`src/rtl/hazard_unit_if.sv`:
```
// Hazard unit bus: pipeline-side hazard inputs and the stall/flush controls.
// The pipeline (master) drives the stage snapshots; the hazard unit (slave)
// drives Pause, Flush and the status outputs.
interface hazard_unit_if #(
    parameter int ADDR_W = 5
);
    logic              MEM_memRead;
    logic              MEM_ioRead;
    logic [ADDR_W-1:0] MEM_rd_addr;
    logic [ADDR_W-1:0] EX_rs1_addr;
    logic [ADDR_W-1:0] EX_rs2_addr;
    logic              EX_rs1_used;
    logic              EX_rs2_used;
    logic              EX_branch_taken;
    logic              Pause;
    logic              Flush;
    logic              stall_busy;
    logic [31:0]       stall_cycles;

    modport master (
        output MEM_memRead, MEM_ioRead, MEM_rd_addr,
        output EX_rs1_addr, EX_rs2_addr, EX_rs1_used, EX_rs2_used,
        output EX_branch_taken,
        input  Pause, Flush, stall_busy, stall_cycles
    );

    modport slave (
        input  MEM_memRead, MEM_ioRead, MEM_rd_addr,
        input  EX_rs1_addr, EX_rs2_addr, EX_rs1_used, EX_rs2_used,
        input  EX_branch_taken,
        output Pause, Flush, stall_busy, stall_cycles
    );
endinterface

```
`src/rtl/hazard_unit.sv`:
```
// Load-use hazard unit for a 5-stage pipeline.
// Detects a load/IO-read in MEM feeding a source register of EX and pauses
// the front of the pipe for MEM_STALL or IO_STALL cycles (the first cycle is
// raised combinationally from IDLE, the rest come from the STALL state).
// A taken branch in EX is flushed only once the pause has cleared, because
// its operands are stale while the hazard is pending.
// Optional feature: define HAZARD_UNIT_STAT_EN to enable the saturating
// stall_cycles counter; otherwise stall_cycles is tied to zero.
module hazard_unit #(
    parameter int ADDR_W    = 5,
    parameter int MEM_STALL = 1,
    parameter int IO_STALL  = 3
) (
    input  logic         clk,
    input  logic         rst,
    hazard_unit_if.slave bus
);

    localparam logic [0:0] ST_IDLE  = 1'b0;
    localparam logic [0:0] ST_STALL = 1'b1;

    localparam logic [3:0] MEM_LEN = 4'(MEM_STALL);
    localparam logic [3:0] IO_LEN  = 4'(IO_STALL);

    logic [0:0] r_state;
    logic [3:0] r_count;

    logic       w_load_hit;
    logic       w_rs1_hit;
    logic       w_rs2_hit;
    logic       w_hazard;
    logic [3:0] w_len;
    logic       w_pause;

    // Register 0 is hard-wired zero, so a write to it can never be a producer.
    assign w_load_hit = (bus.MEM_memRead | bus.MEM_ioRead) &
                        (bus.MEM_rd_addr != '0);
    assign w_rs1_hit  = bus.EX_rs1_used & (bus.EX_rs1_addr == bus.MEM_rd_addr);
    assign w_rs2_hit  = bus.EX_rs2_used & (bus.EX_rs2_addr == bus.MEM_rd_addr);
    assign w_hazard   = w_load_hit & (w_rs1_hit | w_rs2_hit);

    // IO reads are slower than memory loads, so IO wins when both are flagged.
    assign w_len = bus.MEM_ioRead ? IO_LEN : MEM_LEN;

    // The first pause cycle comes straight from IDLE; STALL supplies the rest.
    assign w_pause = ~rst & ((r_state == ST_STALL) |
                             ((r_state == ST_IDLE) & w_hazard));

    assign bus.Pause      = w_pause;
    assign bus.stall_busy = ~rst & (r_state == ST_STALL);
    assign bus.Flush      = ~rst & bus.EX_branch_taken & ~w_pause;

    // Stall FSM: IDLE arms the down-counter with L-2, STALL ends on count 0.
    always_ff @(posedge clk) begin
        // NOTE: sequential state uses non-blocking assignments only, so every
        // register samples the pre-edge values regardless of statement order.
        if (rst) begin
            r_state <= ST_IDLE;
            r_count <= 4'd0;
        end else begin
            case (r_state)
                ST_IDLE: begin
                    if (w_hazard && (w_len > 4'd1)) begin
                        r_count <= w_len - 4'd2;
                        r_state <= ST_STALL;
                    end
                end
                ST_STALL: begin
                    // New hazards are ignored here; the stall is never extended.
                    if (r_count == 4'd0) begin
                        r_state <= ST_IDLE;
                    end else begin
                        r_count <= r_count - 4'd1;
                    end
                end
                default: begin
                    r_state <= ST_IDLE;
                    r_count <= 4'd0;
                end
            endcase
        end
    end

`ifdef HAZARD_UNIT_STAT_EN
    logic [31:0] r_stall_cycles;

    // Count every paused edge, holding at all-ones instead of wrapping.
    always_ff @(posedge clk) begin
        if (rst) begin
            r_stall_cycles <= '0;
        end else if (w_pause && (r_stall_cycles != '1)) begin
            r_stall_cycles <= r_stall_cycles + 32'd1;
        end
    end

    assign bus.stall_cycles = rst ? '0 : r_stall_cycles;
`else
    assign bus.stall_cycles = '0;
`endif

endmodule

```
`src/flat_wrapper.sv`:
```
// flat-port wrapper written by rule: the top's interface ports become plain ports
module hazard_unit_flat 
#(
    parameter int ADDR_W    = 5,
    parameter int MEM_STALL = 1,
    parameter int IO_STALL  = 3
)
  (clk, rst, bus_MEM_memRead, bus_MEM_ioRead, bus_MEM_rd_addr, bus_EX_rs1_addr, bus_EX_rs2_addr, bus_EX_rs1_used, bus_EX_rs2_used, bus_EX_branch_taken, bus_Pause, bus_Flush, bus_stall_busy, bus_stall_cycles);
  hazard_unit_if #(.ADDR_W(ADDR_W)) bus_i ();
  input  logic clk;
  input  logic rst;
  input wire logic [$bits(bus_i.MEM_memRead)-1:0] bus_MEM_memRead;
  input wire logic [$bits(bus_i.MEM_ioRead)-1:0] bus_MEM_ioRead;
  input wire logic [$bits(bus_i.MEM_rd_addr)-1:0] bus_MEM_rd_addr;
  input wire logic [$bits(bus_i.EX_rs1_addr)-1:0] bus_EX_rs1_addr;
  input wire logic [$bits(bus_i.EX_rs2_addr)-1:0] bus_EX_rs2_addr;
  input wire logic [$bits(bus_i.EX_rs1_used)-1:0] bus_EX_rs1_used;
  input wire logic [$bits(bus_i.EX_rs2_used)-1:0] bus_EX_rs2_used;
  input wire logic [$bits(bus_i.EX_branch_taken)-1:0] bus_EX_branch_taken;
  output wire logic [$bits(bus_i.Pause)-1:0] bus_Pause;
  output wire logic [$bits(bus_i.Flush)-1:0] bus_Flush;
  output wire logic [$bits(bus_i.stall_busy)-1:0] bus_stall_busy;
  output wire logic [$bits(bus_i.stall_cycles)-1:0] bus_stall_cycles;
  assign bus_i.MEM_memRead = bus_MEM_memRead;
  assign bus_i.MEM_ioRead = bus_MEM_ioRead;
  assign bus_i.MEM_rd_addr = bus_MEM_rd_addr;
  assign bus_i.EX_rs1_addr = bus_EX_rs1_addr;
  assign bus_i.EX_rs2_addr = bus_EX_rs2_addr;
  assign bus_i.EX_rs1_used = bus_EX_rs1_used;
  assign bus_i.EX_rs2_used = bus_EX_rs2_used;
  assign bus_i.EX_branch_taken = bus_EX_branch_taken;
  assign bus_Pause = bus_i.Pause;
  assign bus_Flush = bus_i.Flush;
  assign bus_stall_busy = bus_i.stall_busy;
  assign bus_stall_cycles = bus_i.stall_cycles;
  hazard_unit #(.ADDR_W(ADDR_W), .MEM_STALL(MEM_STALL), .IO_STALL(IO_STALL)) u_core (.clk(clk), .rst(rst), .bus(bus_i));
endmodule
```
`config.mk`:
```
export PLATFORM = sky130hd
export DESIGN_NAME = hazard_unit_flat
export DESIGN_NICKNAME = d
export VERILOG_FILES = /design/src/rtl/hazard_unit_if.sv /design/src/rtl/hazard_unit.sv /design/src/flat_wrapper.sv
export SDC_FILE = /design/constraint.sdc
export NUM_CORES = 1
export LEC_CHECK = 0
export ABC_AREA = 1
export BUFFER_PORTS_ARGS = -buffer_cell sky130_fd_sc_hd__buf_2
export CAP_MARGIN = 5
export CORE_ASPECT_RATIO = 1.5
export CORE_MARGIN = 2
export CORE_UTILIZATION = 41
export CTS_CLUSTER_SIZE = 40
export DETAILED_ROUTE_END_ITERATION = 8
export GPL_TIMING_DRIVEN = 1
export HOLD_SLACK_MARGIN = 0.03
export PLACE_DENSITY = 0.8
export REMOVE_ABC_BUFFERS = 1
export SLEW_MARGIN = 5
export SYNTH_ARGS = -nofsm -noshare
export SYNTH_HDL_FRONTEND = slang
export SYNTH_SLANG_ARGS = --single-unit
```
`constraint.sdc`:
```
create_clock -name clk -period 1.22 [get_ports clk]
set_input_delay 0.061 -clock clk [delete_from_list [all_inputs] [get_ports clk]]
set_output_delay 0.061 -clock clk [all_outputs]
set_load 0.01 [all_outputs]
```
; Word level (Yosys, flattened, before mapping)
; Index checks and enable logic that the tools add are counted.
[totals]
out_inout_bits = 35
wordCells = 35
input_bits = 22
regBits = 5
[classes]
order_cmp = 1
bitwise_logic = 15
n_reduce_logical = 4
n_eq_ne = 4
muxes = 7
n_addsub = 2
[op_table]
columns = op, count
row1 = $eq A5 B5 Y1, 2
row2 = $and A1 B1 Y1, 9
row3 = $mux W4, 2
row4 = $pmux W4 S2, 1
row5 = $reduce_bool A5 Y1, 1
row6 = $gt A4 B1 Y1 const B, 1
row7 = $logic_not A4 Y1, 1
row8 = $ne A2 B2 Y1 const B, 2
row9 = $sub A4 B1 Y4 const B, 1
row10 = $sub A4 B2 Y4 const B, 1
row11 = $not A1 Y1, 3
row12 = $or A1 B1 Y1, 3
row13 = $mux W1, 2
row14 = $mux W2, 1
row15 = $pmux W1 S2, 1
row16 = $reduce_and A2 Y1, 1
row17 = $logic_and A1 B1 Y1, 1

; Logic depth before layout (Yosys ltp)
[logic_depth]
word_depth = 9
ltp_mapped = 11
depth_no_buf = 11

; Worst setup path before layout
; No wires, ideal clock.
[synth_path]
path_kind = register to register
startpoint = register u_core.r_count[0]
endpoint = register u_core.r_count[2]
stages_incl_launch_ff = 9
t_arrival_ns = 0.983
setup_ns = 0.113
n_path_buf = 0
path_slack_ns = 0.124
period_less_slack_ns = 1.096
required_time_ns = 1.107
path_cell_list = dfxtp_1 inv_1 ha_1 nand3_1 nand2_1 nand2_4 nand2_1 nand2_1 nor2_1
[synth_between]
elab_chain_cells = 3
word_cells_on_any_way = 6
classes_between = add/sub (1) / eq/ne (1) / mux (2) / reduce/logical (2)
[synth_lines]
columns = element, line_no
row1 = start: declaration, hazard_unit.sv:26  ; logic [3:0] r_count;
row2 = start signal: assignment, hazard_unit.sv:64  ; r_count <= w_len - 4'd2;
row3 = start signal: assignment, hazard_unit.sv:73  ; r_count <= r_count - 4'd1;
row4 = $sub A4 B1 Y4 / $logic_not A4 Y1 (equally long branches), "hazard_unit.sv:73, hazard_unit.sv:70"
row5 = $mux W4 / $ne A2 B2 Y1 (equally long branches), n/a
row6 = $pmux W4 S2 / $reduce_and A2 Y1 (equally long branches), n/a
; Several ways; a longest one is shown, not always the timed one. The select of a mux whose other input is x is not followed.
; A chain may end at the register's enable or synchronous reset.

; Worst setup path in the final report
[layout_path]
startpoint = register u_core.r_state
endpoint = output bus_Flush
[layout_between]
elab_chain_cells = 6
[layout_lines]
columns = element, line_no
row1 = start: declaration, hazard_unit.sv:25  ; logic [0:0] r_state;
row2 = start signal: assignment, hazard_unit.sv:58  ; r_state <= ST_IDLE;
row3 = start signal: assignment, hazard_unit.sv:65  ; r_state <= ST_STALL;
row4 = start signal: assignment, hazard_unit.sv:71  ; r_state <= ST_IDLE;
row5 = $not A1 Y1, hazard_unit.sv:47  ; ((r_state == ST_IDLE) & w_hazard));
row6 = $and A1 B1 Y1, hazard_unit.sv:47
row7 = $or A1 B1 Y1 (*), hazard_unit.sv:46  ; assign w_pause = ~rst & ((r_state == ST_STALL) |
row8 = $and A1 B1 Y1 (*), hazard_unit.sv:46
row9 = $not A1 Y1 (*), hazard_unit.sv:51  ; assign bus.Flush = ~rst & bus.EX_branch_taken & ~w_pause;
row10 = $and A1 B1 Y1 (*), hazard_unit.sv:51
row11 = end: declaration, flat_wrapper.sv:21  ; output wire logic [$bits(bus_i.Flush)-1:0] bus_Flush;
; Mark *: on every way between the ends. The rest lies on a longest branch, timed or not.

==> impl_metrics.xml <==
<?xml version="1.0" encoding="UTF-8"?>
<metrics>
  <group name="yosys">
    <metric name="yosysWarningCount" unit="">0</metric>
    <metric name="synth_cell_types" unit="">17</metric>
    <metric name="syn-instance-count" unit="">140</metric>
    <metric name="post_synth_mux_area_share" unit="%">0</metric>
    <metric name="post-synth-top-area-cell" unit="">buf_4</metric>
    <metric name="synth.top_cells.by_area" unit="">buf_4 30%, nand2_1 18%, dfxtp_1 12%</metric>
    <metric name="synth.cell_area" unit="um^2">805</metric>
    <metric name="dominant_combinational_cell_family_by_area_after_synthesis" unit="">buffers and inverters</metric>
    <metric name="synth_adder_area_share" unit="%">3.11</metric>
    <metric name="synth-simple-area-share" unit="%">37.5</metric>
    <metric name="synth_compound_gate_area_share" unit="%">4.20</metric>
    <metric name="synth_sequential_area_ratio" unit="%">12.4</metric>
    <metric name="synth_seq_cells" unit="">5</metric>
    <metric name="synthDominantCellAreaShare" unit="%">29.9</metric>
    <metric name="syn-mean-instance-area" unit="um^2">5.75</metric>
    <metric name="synth_xor_area_share" unit="%">2.18</metric>
  </group>
  <group name="timing">
    <metric name="timing.fmax" unit="MHz">880</metric>
    <metric name="final-max-slew-violation-count" unit="">0</metric>
    <metric name="timing_hold_violations_final" unit="">0</metric>
    <metric name="finalWorstPathRequiredPeriod" unit="ps">1140</metric>
    <metric name="setup_viol" unit="">0</metric>
    <metric name="unrepaired_setup_endpoints_after_global_routing" unit="">no</metric>
    <metric name="setup_tns" unit="ps">0</metric>
    <metric name="final.period_utilization" unit="%">93.2</metric>
    <metric name="fin_skew" unit="ps">2.74</metric>
    <metric name="final.setup.worst_slack" unit="ps">83.2</metric>
  </group>
  <group name="finish">
    <metric name="final_core_util" unit="%">47.8</metric>
    <metric name="final_layout_size_suffix_gt1_share" unit="%">24.4</metric>
    <metric name="n_fill_cell" unit="">201</metric>
    <metric name="mostFrequentLayoutCells" unit="">37 x nand2_1, 32 x conb_1, 24 x buf_2</metric>
    <metric name="layout-area-overhead-vs-synth" unit="%">8.71</metric>
    <metric name="nets" unit="">193</metric>
    <metric name="layoutNonFillerInstCount" unit="">189</metric>
    <metric name="final_common_cell" unit="">nand2_1</metric>
    <metric name="antenna_cell_count" unit="">0</metric>
  </group>
  <group name="grt">
    <metric name="grt_first_pass_wirelength" unit="mm">2.23</metric>
    <metric name="overflow_after_grt" unit="">0</metric>
    <metric name="grt_util_all_layers" unit="%">13.8</metric>
    <metric name="first_global_vias" unit="">638</metric>
    <metric name="initial_antenna_violation_count" unit="">0</metric>
    <metric name="grt_start_max_net_pins" unit="">7</metric>
  </group>
  <group name="worst_setup_path">
    <metric name="path_class" unit="">flip-flop to output port</metric>
    <metric name="reg2reg_setup_slack" unit="ps">120</metric>
    <metric name="reg2reg_from" unit="">u_core.r_count[0]</metric>
    <metric name="crit_path_cell_trace" unit="">inv_1 &gt; a21oi_2 &gt; nor2_1 &gt; buf_2</metric>
    <metric name="critPathMaxFanout" unit="">6</metric>
    <metric name="worst_setup_path_startpoint" unit="">u_core.r_state</metric>
    <metric name="cp.arrival" unit="ps">1080</metric>
    <metric name="critPathBufInv" unit="">2</metric>
    <metric name="worst-endpoint-required" unit="ps">1160</metric>
    <metric name="crit_path_top_delay_cell" unit="">dfxtp_2</metric>
    <metric name="critical_path.startpoint_type" unit="">flip-flop</metric>
    <metric name="critical-path-top-delay-family" unit="">flip-flops</metric>
    <metric name="setup.worst_path.end_class" unit="">output port</metric>
    <metric name="critPathMaxStageDelay" unit="ps">370</metric>
  </group>
  <group name="clock_network">
    <metric name="clkSinkCount" unit="">5</metric>
    <metric name="path_clk_slew" unit="ps">40</metric>
    <metric name="cts_max_path_buffers" unit="">2</metric>
    <metric name="numCtsBuffers" unit="">3</metric>
    <metric name="clock_latency_on_the_worst_skew_pair" unit="ps">240</metric>
    <metric name="root_buffer" unit="">clkbuf_4</metric>
    <metric name="tritoncts" unit="">done</metric>
    <metric name="cts-htree-levels" unit="">1</metric>
  </group>
  <group name="route">
    <metric name="routed_wirelength" unit="mm">1.38</metric>
    <metric name="final_antenna_net_count" unit="">0</metric>
    <metric name="remaining_drc_errors" unit="">0</metric>
    <metric name="routed_via_density" unit="">4.04</metric>
    <metric name="wire_per_inst" unit="um">7.28</metric>
    <metric name="vias" unit="">764</metric>
    <metric name="first_pass_iters" unit="">4</metric>
    <metric name="initialDrtViolationCount" unit="">2</metric>
  </group>
  <group name="floorplanning">
    <metric name="std_cell_rows" unit="">19</metric>
    <metric name="coreArea" unit="um^2">1830</metric>
    <metric name="initial_core_util" unit="%">44.0</metric>
    <metric name="floorplan_die_width" unit="um">40.2</metric>
    <metric name="design.portCount" unit="">57</metric>
    <metric name="die_area" unit="um^2">2340</metric>
    <metric name="chipHeight" unit="um">58.3</metric>
  </group>
  <group name="placement">
    <metric name="post_place_cells" unit="">184</metric>
    <metric name="place_hpwl" unit="mm">1.28</metric>
    <metric name="gp_congestion" unit="">0.799</metric>
    <metric name="port_buffers" unit="">24</metric>
    <metric name="dpl_worst_slack" unit="ps">32.3</metric>
  </group>
  <group name="min_path">
    <metric name="worstHoldPathType" unit="">input pin to flip-flop</metric>
    <metric name="hold_path_startpoint" unit="">rst</metric>
  </group>
  <group name="power">
    <metric name="internal_power" unit="W">0.000358</metric>
    <metric name="power.share.sequential" unit="%">30.9</metric>
    <metric name="netSwitchingFraction" unit="%">35.4</metric>
    <metric name="leakage" unit="nW">0.569</metric>
    <metric name="net-switching-power" unit="W">0.000196</metric>
    <metric name="power.total" unit="W">0.000555</metric>
    <metric name="power_frac_clock" unit="%">34.4</metric>
    <metric name="pwr_density_cell" unit="nW/um^2">634</metric>
    <metric name="relative_contribution_of_combinational_cells_to_total_power" unit="%">34.8</metric>
    <metric name="max-vdd-ir-drop" unit="mV">0.482</metric>
  </group>
  <group name="outcome">
    <metric name="run_status" unit="">complete, no violations</metric>
  </group>
  <group name="job">
    <metric name="max-cap-violations" unit="">0</metric>
  </group>
</metrics>
==> worst paths after layout <==
kind / end / cells past startpoint
max: bus_Flush / 4
min: u_core.r_count[0] / 4
max reg2reg: u_core.r_count[0] / 8
min reg2reg: u_core.r_count[1] / 2
==> per-stage QoR <==
step           cell area, um^2  hold WS [ps]
6_report                   875           178
5_1_grt                    875           211
4_1_cts                    865           168
3_5_place_dp               827           280
3_3_place_gp               827           277
2_1_floorplan              681           130
==> state kept, by name (all words and copies together) (netlist names) <==
register / flops
u_core.r_state: 1
u_core.r_count: 4
==> worst register-to-register path, delay by kind of cell, from the launching register on <==
kind,cells,cell delay [ps]
adder cells (fa/ha/maj),1,190
AND/OR/NAND/NOR,6,420
buffers and inverters,1,70
flip-flops,1,330
==> cells by family (layout without fill, tap and decap cells) <==
| kind of cell | after synthesis | after routing |
|---|---|---|
| xor+xnor | 2 | 2 |
| flops | 5 | 5 |
| simple gates | 70 | 70 |
| fa+ha+maj | 2 | 2 |
| other cells | 1 | 32 |
| compound gates | 6 | 6 |
| buf+inv | 54 | 51 |
==> timing repair <==
action | CTS | global route
hold endpoints to repair | 1 | 0
buffers inserted | 0 | 0
endpoints found under the setup margin | 1 | 5
hold buffers | 1 | 0
gates resized for setup | 1 | 4
pin swaps | 0 | 1
==> area by class of cell <==
cell class / count / area, um^2 / share of cell area [%]
Inverter: 22 / 82.6 / 9.44
Timing Repair Buffer: 25 / 130 / 14.9
Tap cell: 21 / 26.3 / 3.00
Multi-Input combinational cell: 112 / 507 / 57.9
Clock buffer: 4 / 26.3 / 3.00
Sequential cell: 5 / 103 / 11.7
==> cell usage after synthesis <==
master,n
dfxtp_1,5
nand3_1,6
buf_4,32
nand2_4,1
nand2_2,3
nor2_1,20
conb_1,1
xor2_1,2
inv_1,19
a21oi_1,4
nor2_2,1
o21bai_1,1
o22ai_1,1
ha_1,2
inv_2,3
nand3_4,1
nand2_1,38
==> layer usage <==
layer | part of all wire (%) | wire (um) | global-route usage (%) | up-vias
met1 | 32 | 436 | 11.7 | 311
met2 | 57 | 779 | 26.7 | 43
met5 | 0 | 0 | 0 | -
met4 | 1.8 | 25 | 8.57 | 0
li1 | - | - | - | 407
met3 | 9.7 | 134 | 1.53 | 3
==> power by group through the flow <==
| stage | clock, W | sequential (W) | combinational (W) |
|---|---|---|---|
| after CTS | 0.000194 | 0.000171 | 0.000191 |
| after detailed placement | 0 | 0.000174 | 0.000188 |
| final | 0.000191 | 0.000171 | 0.000193 |
| after global placement | 0 | 0.000174 | 0.000188 |
| after global routing | 0.000201 | 0.000172 | 0.000222 |
| after floorplan | 0 | 0.000173 | 0.000129 |
Note: power is estimated with default switching activity, not from simulation.
